`src/rtl/seq_mult_ctrl_taint_v2_if.sv`:
```
// Handshake and datapath-control bundle between the sequential multiplier
// controller and its datapath/requester, with per-signal taint companions.
interface seq_mult_ctrl_taint_v2_if #(
  parameter int WIDTH = 8
);
  logic             start;
  logic             start_t;
  logic [WIDTH-1:0] multiplierReg;
  logic [WIDTH-1:0] multiplierReg_t;

  logic mdld,    mrld,    rsclear,    rsload,    rsshr;
  logic mdld_t,  mrld_t,  rsclear_t,  rsload_t,  rsshr_t;
  logic productDone, productDone_t;
  logic busy,        busy_t;

  modport master (
    output start, start_t, multiplierReg, multiplierReg_t,
    input  mdld, mrld, rsclear, rsload, rsshr,
    input  mdld_t, mrld_t, rsclear_t, rsload_t, rsshr_t,
    input  productDone, productDone_t, busy, busy_t
  );

  modport slave (
    input  start, start_t, multiplierReg, multiplierReg_t,
    output mdld, mrld, rsclear, rsload, rsshr,
    output mdld_t, mrld_t, rsclear_t, rsload_t, rsshr_t,
    output productDone, productDone_t, busy, busy_t
  );
endinterface

```
`src/rtl/seq_mult_ctrl_taint_v2.sv`:
```
// Shift-and-add multiplier controller (Moore FSM) with a single state-level
// taint bit that follows every control-flow decision the FSM makes.
module seq_mult_ctrl_taint_v2 #(
  parameter int WIDTH = 8
) (
  input  logic                     clk,
  input  logic                     rst,
  seq_mult_ctrl_taint_v2_if.slave  bus
);

  localparam int CW = $clog2(WIDTH);

  typedef enum logic [2:0] {
    IDLE  = 3'd0,
    INIT  = 3'd1,
    LOAD  = 3'd2,
    SHIFT = 3'd3,
    DONE  = 3'd4
  } state_e;

  state_e          state_q, state_d;
  logic [CW-1:0]   cnt_q, cnt_d;
  logic            state_t_q, state_t_d;
  logic            cnt_t_q, cnt_t_d;

  logic [CW-1:0]   cnt_inc;
  logic            cnt_last;
  logic            bit_next;
  logic            bit_next_t;

  always_ff @(posedge clk) begin
    if (rst) begin
      state_q   <= IDLE;
      cnt_q     <= '0;
      state_t_q <= 1'b0;
      cnt_t_q   <= 1'b0;
    end else begin
      state_q   <= state_d;
      cnt_q     <= cnt_d;
      state_t_q <= state_t_d;
      cnt_t_q   <= cnt_t_d;
    end
  end

  // Only the bit about to be processed may influence control flow or taint.
  always_comb begin
    cnt_inc    = cnt_q + 1'b1;
    cnt_last   = (cnt_q == CW'(WIDTH - 1));
    bit_next   = cnt_last ? 1'b0 : bus.multiplierReg[cnt_inc];
    bit_next_t = cnt_last ? 1'b0 : bus.multiplierReg_t[cnt_inc];
  end

  always_comb begin
    state_d   = state_q;
    cnt_d     = cnt_q;
    state_t_d = state_t_q;
    cnt_t_d   = cnt_t_q;

    unique case (state_q)
      IDLE: begin
        state_t_d = bus.start_t;
        if (bus.start) begin
          state_d = INIT;
        end
      end
      INIT: begin
        cnt_d     = '0;
        cnt_t_d   = state_t_q;
        state_t_d = state_t_q | bus.multiplierReg_t[0];
        state_d   = bus.multiplierReg[0] ? LOAD : SHIFT;
      end
      LOAD: begin
        state_d = SHIFT;
      end
      SHIFT: begin
        cnt_t_d = cnt_t_q | state_t_q;
        if (cnt_last) begin
          cnt_d     = '0;
          state_t_d = state_t_q | cnt_t_q;
          state_d   = DONE;
        end else begin
          cnt_d     = cnt_inc;
          state_t_d = state_t_q | cnt_t_q | bit_next_t;
          state_d   = bit_next ? LOAD : SHIFT;
        end
      end
      DONE: begin
        state_d = IDLE;
      end
      default: begin
        state_d = IDLE;
      end
    endcase
  end

  // Outputs decode the registered state only; taints mirror the state taint.
  always_comb begin
    bus.mdld        = (state_q == INIT);
    bus.mrld        = (state_q == INIT);
    bus.rsclear     = (state_q == INIT);
    bus.rsload      = (state_q == LOAD);
    bus.rsshr       = (state_q == SHIFT);
    bus.productDone = (state_q == DONE);
    bus.busy        = (state_q != IDLE);

    bus.mdld_t        = state_t_q;
    bus.mrld_t        = state_t_q;
    bus.rsclear_t     = state_t_q;
    bus.rsload_t      = state_t_q;
    bus.rsshr_t       = state_t_q;
    bus.productDone_t = state_t_q;
    bus.busy_t        = state_t_q;
  end

endmodule

```
`src/flat_wrapper.sv`:
```
// flat-port wrapper written by rule: the top's interface ports become plain ports
module seq_mult_ctrl_taint_v2_flat 
#(
  parameter int WIDTH = 8
)
  (clk, rst, bus_start, bus_start_t, bus_multiplierReg, bus_multiplierReg_t, bus_mdld, bus_mrld, bus_rsclear, bus_rsload, bus_rsshr, bus_mdld_t, bus_mrld_t, bus_rsclear_t, bus_rsload_t, bus_rsshr_t, bus_productDone, bus_productDone_t, bus_busy, bus_busy_t);
  seq_mult_ctrl_taint_v2_if #(.WIDTH(WIDTH)) bus_i ();
  input  logic clk;
  input  logic rst;
  input wire logic [$bits(bus_i.start)-1:0] bus_start;
  input wire logic [$bits(bus_i.start_t)-1:0] bus_start_t;
  input wire logic [$bits(bus_i.multiplierReg)-1:0] bus_multiplierReg;
  input wire logic [$bits(bus_i.multiplierReg_t)-1:0] bus_multiplierReg_t;
  output wire logic [$bits(bus_i.mdld)-1:0] bus_mdld;
  output wire logic [$bits(bus_i.mrld)-1:0] bus_mrld;
  output wire logic [$bits(bus_i.rsclear)-1:0] bus_rsclear;
  output wire logic [$bits(bus_i.rsload)-1:0] bus_rsload;
  output wire logic [$bits(bus_i.rsshr)-1:0] bus_rsshr;
  output wire logic [$bits(bus_i.mdld_t)-1:0] bus_mdld_t;
  output wire logic [$bits(bus_i.mrld_t)-1:0] bus_mrld_t;
  output wire logic [$bits(bus_i.rsclear_t)-1:0] bus_rsclear_t;
  output wire logic [$bits(bus_i.rsload_t)-1:0] bus_rsload_t;
  output wire logic [$bits(bus_i.rsshr_t)-1:0] bus_rsshr_t;
  output wire logic [$bits(bus_i.productDone)-1:0] bus_productDone;
  output wire logic [$bits(bus_i.productDone_t)-1:0] bus_productDone_t;
  output wire logic [$bits(bus_i.busy)-1:0] bus_busy;
  output wire logic [$bits(bus_i.busy_t)-1:0] bus_busy_t;
  assign bus_i.start = bus_start;
  assign bus_i.start_t = bus_start_t;
  assign bus_i.multiplierReg = bus_multiplierReg;
  assign bus_i.multiplierReg_t = bus_multiplierReg_t;
  assign bus_mdld = bus_i.mdld;
  assign bus_mrld = bus_i.mrld;
  assign bus_rsclear = bus_i.rsclear;
  assign bus_rsload = bus_i.rsload;
  assign bus_rsshr = bus_i.rsshr;
  assign bus_mdld_t = bus_i.mdld_t;
  assign bus_mrld_t = bus_i.mrld_t;
  assign bus_rsclear_t = bus_i.rsclear_t;
  assign bus_rsload_t = bus_i.rsload_t;
  assign bus_rsshr_t = bus_i.rsshr_t;
  assign bus_productDone = bus_i.productDone;
  assign bus_productDone_t = bus_i.productDone_t;
  assign bus_busy = bus_i.busy;
  assign bus_busy_t = bus_i.busy_t;
  seq_mult_ctrl_taint_v2 #(.WIDTH(WIDTH)) u_core (.clk(clk), .rst(rst), .bus(bus_i));
endmodule
```
`config.mk`:
```
export PLATFORM = sky130hd
export DESIGN_NAME = seq_mult_ctrl_taint_v2_flat
export DESIGN_NICKNAME = d
export VERILOG_FILES = /design/src/rtl/seq_mult_ctrl_taint_v2_if.sv /design/src/rtl/seq_mult_ctrl_taint_v2.sv /design/src/flat_wrapper.sv
export SDC_FILE = /design/constraint.sdc
export NUM_CORES = 1
export LEC_CHECK = 0
export CORE_MARGIN = 3
export CORE_UTILIZATION = 35
export CTS_BUF_LIST = sky130_fd_sc_hd__clkbuf_2
export DETAILED_ROUTE_END_ITERATION = 7
export PLACE_DENSITY_LB_ADDON = 0.3
export SYNTH_ARGS = -nofsm -noshare
export SYNTH_HDL_FRONTEND = slang
export SYNTH_SLANG_ARGS = --single-unit
```
`constraint.sdc`:
```
create_clock -name clk -period 1.72 [get_ports clk]
set_clock_uncertainty 0.15 [all_clocks]
set_input_delay 0.516 -clock clk [delete_from_list [all_inputs] [get_ports clk]]
set_output_delay 0.516 -clock clk [all_outputs]
set_load 0.01 [all_outputs]
```
==> results_dict.tcl, run 1 <==
set metrics [dict create \
    dieWidth_um 48.32 \
    start_util_pct 39.32 \
    power_frac_comb_pct 45.6 \
    setup_violations 2 \
    rsz0062_at_grt "yes" \
    violations "setup timing" \
    start_kind "flop" \
    wl_um 1601 \
    port_buffers 33 \
    fin_crit_ps 1808 \
    total_leakage_power_uw 0.0004765 \
    grt_pass1_vias 590 \
    async_reset_ff_share_pct 0 \
    clock_path_buffers 2 \
    final_area_sq_um 1082 \
    grt_max_degree 9 \
    route.detailed.drc 0 \
    worst_slack_ps -88.34 \
    ys.flop_type "dfxtp_1" \
    n_fill_cell 122 \
    final_cells 129 \
    grt_pass1_wl_um 2559 \
    cts_sinks 8 \
    clkPwrFrac_pct 19.5 \
    vias 646 \
    tightest_slew_ps 330.2 \
    hold_viol 0 \
    hold_class "reg2reg" \
    p_int_uw 419.2 \
    vias_per_cell 5.008 \
    track_usage_pct 13.70 \
    p_switching_uw 190.0 \
    io_pins 34 \
    fmax_ghz 0.5530 \
    syn_nets 86 \
    drive_gt1_share_pct 46.67 \
    antenna_found_initial 0 \
    worst_ir_drop_vdd_v 0.0002824 \
    ys_warn_count 0 \
    crit_path_end_kind "output pin" \
    slew_headroom_pct 77.84 \
    place_hpwl_um 1261 \
    placedCellCount 124 \
    syn_area_per_cell_sq_um 9.795 \
    cts_tree "built" \
    cp.required_ps 1050 \
    ys_types 29 \
    dr.pass1.iters 4 \
    root_buffer "clkbuf_2" \
    power.density_nw_per_um2 562.9 \
    drt_iter0_drc 4 \
    dieHeight_um 48.32 \
    final_common_cell "clkdlybuf4s50_1" \
    grt_overflow 0 \
    switching_share_pct 31.18 \
    rows 14 \
    ys_seq_area_share_pct 25.55 \
    ys_ff_latch 8 \
    n_antenna_cell 0 \
    report.power.total_uw 609.2 \
    clk_latency_ps 250 \
    layout_common_cells "17 x clkdlybuf4s50_1, 16 x buf_4, 7 x dlygate4sd2_1" \
    tns_ps -97.40 \
    die_area_sq_um 2335 \
    maxCapViolations 0 \
    synth-edff-count 0 \
    outcome "finished, violations left" \
    drv_slew 0 \
    routabilityCongestion 0.7673 \
    fin_crit_sh_pct 105.1 \
    seqPwrFrac_pct 35.0 \
    critical_path.max_fanout 4 \
    ant_nets 0 \
    numCtsBuffers 3 \
    avgRoutedWirePerCell_um 12.41 \
    synthCells 64 \
    placed_area_sq_um 1032 \
    clk_pin_slew_ps 90 \
    syn_to_final_growth_pct 72.66 \
    cts_max_level 1 \
    cp.arrival_ps 1140 \
    path_class "reg2out" \
    netlist_area_sq_um 626.9 \
    coreArea_sq_um 1594 \
    fin_nets 129 \
]
-- critical path, cell delays in order, from the launching register on --
cell,delay (ps)
dfxtp_2,340
buf_6,110
or3_1,300
buf_2,140
-- routing by layer --
layer  global-route usage, %  wire [um]
met5                       0          0
met3                   3.374        124
met1                   16.57        694
met4                   5.687         17
met2                   23.17        764
-- flip-flops by register name, summed over array words and instances (netlist names) --
name and cells:
u_core.state_q 3, u_core.bus.busy_t 1, u_core.cnt_t_q 1, u_core.cnt_q 3
-- kinds of logic after synthesis --
kind of cell,synth area share [%]
multiplexers,20.96
AO/OA/AOI/OAI,16.37
adder cells (fa/ha/maj),3.991
buffers and inverters,13.17
flip-flops,25.55
AND/OR/NAND/NOR,19.96
-- layout make-up --
class                           instances  area, sq um  area share (%)
Clock buffer                            3        15.01           1.387
Sequential cell                         8        167.7           15.49
Multi-Input combinational cell         44        427.9           39.54
Timing Repair Buffer                   50        441.7           40.81
Tap cell                               24        30.03           2.775
-- synth_stat cells (2+ instances only) --
cell,instances,area share [%]
mux2i_1,3,4.8
mux2_2,2,3.6
a21oi_1,4,3.2
o21ai_0,3,2.4
dfxtp_1,8,26
ha_1,2,4.0
nand2_1,2,1.2
buf_4,8,9.6
nor2_1,4,2.4
clkbuf_1,3,1.8
nand2b_1,2,2.0
mux4_1,3,13
nor3b_1,4,4.8
-- timing repair --
item / CTS / global route
endpoints found under the setup margin: 14 / 8
pin swaps: 2 / 3
buffers inserted: 2 / 0
gates resized for setup: 44 / 14
hold buffers: 0 / 0
-- metrics by stage --
| step | util [%] | hold WS (ps) | setup WS, ps |
|---|---|---|---|
| after floorplan | - | 280.1 | 47.47 |
| after global placement | 64.76 | 292.1 | -246.2 |
| after detailed placement | 64.76 | 298.7 | -258.2 |
| after CTS | 66.25 | 309.2 | -104.5 |
| after global routing | 67.90 | 377.0 | -146.3 |
| final | 67.90 | 335.5 | -88.34 |
-- worst paths after layout --
| check | from | endpoint | slack (ps) | cells past startpoint |
|---|---|---|---|---|
| setup / recovery | u_core.state_q[0] | bus_busy | -90 | 3 |
| hold / removal | u_core.cnt_t_q | u_core.cnt_t_q | 340 | 2 |
| setup reg to reg | u_core.cnt_q[0] | u_core.state_q[0] | 70 | 4 |
| hold reg to reg | u_core.cnt_t_q | u_core.cnt_t_q | 340 | 2 |
-- power groups by stage --
| stage | sequential [uW] | combinational, uW | clock [uW] |
|---|---|---|---|
| 6_report | 213 | 278 | 119 |
| 5_1_grt | 216 | 299 | 129 |
| 3_5_place_dp | 215 | 277 | 0 |
| 2_1_floorplan | 217 | 137 | 0 |
| 3_3_place_gp | 215 | 273 | 0 |
| 4_1_cts | 213 | 266 | 115 |
(Power assumes the default switching activity.)
==> inputs of run 2 (changes only) <==
==> constraint.sdc (replaced) <==
create_clock -name clk -period 1.6 [get_ports clk]
set_clock_uncertainty 0.15 [all_clocks]
set_input_delay 0.48 -clock clk [delete_from_list [all_inputs] [get_ports clk]]
set_output_delay 0.48 -clock clk [all_outputs]
set_load 0.01 [all_outputs]
==> run 2 against run 1 <==
  * The flow still finishes with violations (setup timing)
  * Setup slack worse by 47 ps
  * Cell count is 3.9% higher
  * Utilization is 6.3 points higher
  * Clock power about the same
  * Flip-flop and latch count unchanged
  * Critical path type is now reg2reg
==> results_dict.tcl, run 2 (same netlist as run 1, synthesis figures left out) <==
set metrics [dict create \
    critical_path.slowest_cell "mux4_2" \
    route.detailed.drc 0 \
    slowest_delay_ps 500 \
    setup_violations 8 \
    drive_gt1_share_pct 51.82 \
    cp-startpoint "u_core.cnt_q[0]" \
    die_area_sq_um 2335 \
    hold_class "reg2reg" \
    cp_cell_sequence "ha_4, mux4_2, mux2i_1, o221a_1" \
    reg_top3 "u_core.cnt_q (3), u_core.state_q (3)" \
    vias_per_cell 5.119 \
    ff2ff_setup_slack_ps -140 \
    fin_crit_ps 1735 \
    worst_slack_ps -135.1 \
    crit_family "multiplexers" \
    clock_path_buffers 2 \
    fin_nets 134 \
    grt_pass1_wl_um 3056 \
    place_hpwl_um 1369 \
    violations "setup timing" \
    cp.arrival_ps 1750 \
    track_usage_pct 16.06 \
    grt_util_met2_pct 30.50 \
    dieWidth_um 48.32 \
    antenna_found_initial 0 \
    syn_to_final_growth_pct 88.62 \
    hold_viol 0 \
    vias 686 \
    drt_iter0_drc 6 \
    layout_common_cells "16 x buf_4, 13 x dlygate4sd2_1, 12 x clkdlybuf4s50_1" \
    crit_end "u_core.state_q[0]" \
    dieHeight_um 48.32 \
    root_buffer "clkbuf_2" \
    hp-start "u_core.cnt_t_q" \
    slew_headroom_pct 72.01 \
    r2r-start "u_core.cnt_q[0]" \
    maxCapViolations 0 \
    tightest_slew_ps 417.0 \
    outcome "finished, violations left" \
    port_buffers 33 \
    cts_tree "built" \
    rows 14 \
    tns_ps -470.0 \
    cts_max_level 1 \
    worst_ir_drop_vdd_v 0.0003130 \
    ant_nets 0 \
    cp.buffers_inverters 0 \
    grt_busiest_layer "met2" \
    total_leakage_power_uw 0.0005209 \
    coreArea_sq_um 1594 \
    crit_path_end_kind "flop" \
    routabilityCongestion 0.7473 \
    grt_overflow 0 \
    n_antenna_cell 0 \
    wl_um 1894 \
    io_pins 34 \
    power.density_nw_per_um2 568.5 \
    cp.required_ps 1620 \
    path_class "reg2reg" \
    numCtsBuffers 3 \
    start_kind "flop" \
    dr.pass1.iters 4 \
    fin_crit_sh_pct 108.4 \
    grt_max_degree 9 \
    rsz0062_at_grt "yes" \
    grt_pass1_vias 739 \
    avgRoutedWirePerCell_um 14.13 \
    cts_sinks 8 \
    final_common_cell "buf_4" \
    reg2reg_depth 4 \
    postLayoutCoreUtil_pct 74.18 \
    use_met3_pct 1.534 \
    start_util_pct 39.32 \
    cts_hold_buffers 0 \
    met1_usage_pct 17.58 \
    fmax_ghz 0.5763 \
    clk_pin_slew_ps 80 \
    critical_path.max_fanout 3 \
    drv_slew 0 \
    clk_latency_ps 230 \
    r2r_end "u_core.state_q[0]" \
    worst-path-stages 4 \
]
-- run 2: cell count changes in the layout (fill, tap and decap cells not counted), sizes merged --
| cell | change |
|---|---|
| dlymetal6s2s | -1 |
| buf | +5 |
| clkdlybuf4s50 | -5 |
| dlygate4sd2 | +6 |
-- run 2: metal layers --
metal / vias up / share of wire (%)
met5: - / 0
met4: 0 / 0.79
met3: 2 / 4.7
met2: 31 / 52
met1: 324 / 42
li1: 329 / -
-- run 2: where the power goes --
part | total (uW) | internal, uW | switching (uW) | leakage, uW
clock | 122 | 51.2 | 70.3 | 0.0000125
sequential | 233 | 212 | 21.4 | 0.0000689
combinational | 318 | 196 | 121 | 0.000440
total | 672 | 459 | 213 | 0.000521
-- run 2: through the flow --
stage                     setup slack [ps]  cells  area [sq um]  hold slack (ps)  total power [uW]
after global routing                -186.6    134          1182            371.1             703.3
after global placement              -309.1    125          1050            317.9             525.1
final                               -135.1    134          1182            334.3             672.1
after detailed placement            -357.9    125          1050            318.5             531.7
after floorplan                     -24.50     64         651.9            294.0             382.1
after CTS                           -144.2    131          1126            329.9             652.6
-- run 2: worst min-delay path by stage --
stage,to,slack [ps],depth (start not counted)
3_5_place_dp,u_core.cnt_t_q,320,2
5_1_grt,u_core.cnt_t_q,370,2
6_report,u_core.cnt_t_q,330,2
2_1_floorplan,u_core.cnt_t_q,290,2
4_1_cts,u_core.cnt_t_q,330,2
3_3_place_gp,u_core.cnt_t_q,320,2
-- run 2: cell type report --
class,count,area [sq um]
multi-input cells,44,465.4
clock buffers,3,15.01
well taps,24,30.03
flip-flops and latches,8,177.7
repair buffers,55,494.2
fillers,116,411.6
-- run 2: what timing repair did --
action                     CTS  global route
pin swaps                    5             7
buffers inserted             3             3
setup endpoints to repair   16             9
gates resized for setup     66             8
-- run 2: worst register-to-register path, delay by kind of cell, from the launching register on --
kind | cells | cell delay (ps)
AOI/OAI and AO/OA | 1 | 200
DFF | 1 | 370
muxes | 2 | 680
adders and majority gates | 1 | 290
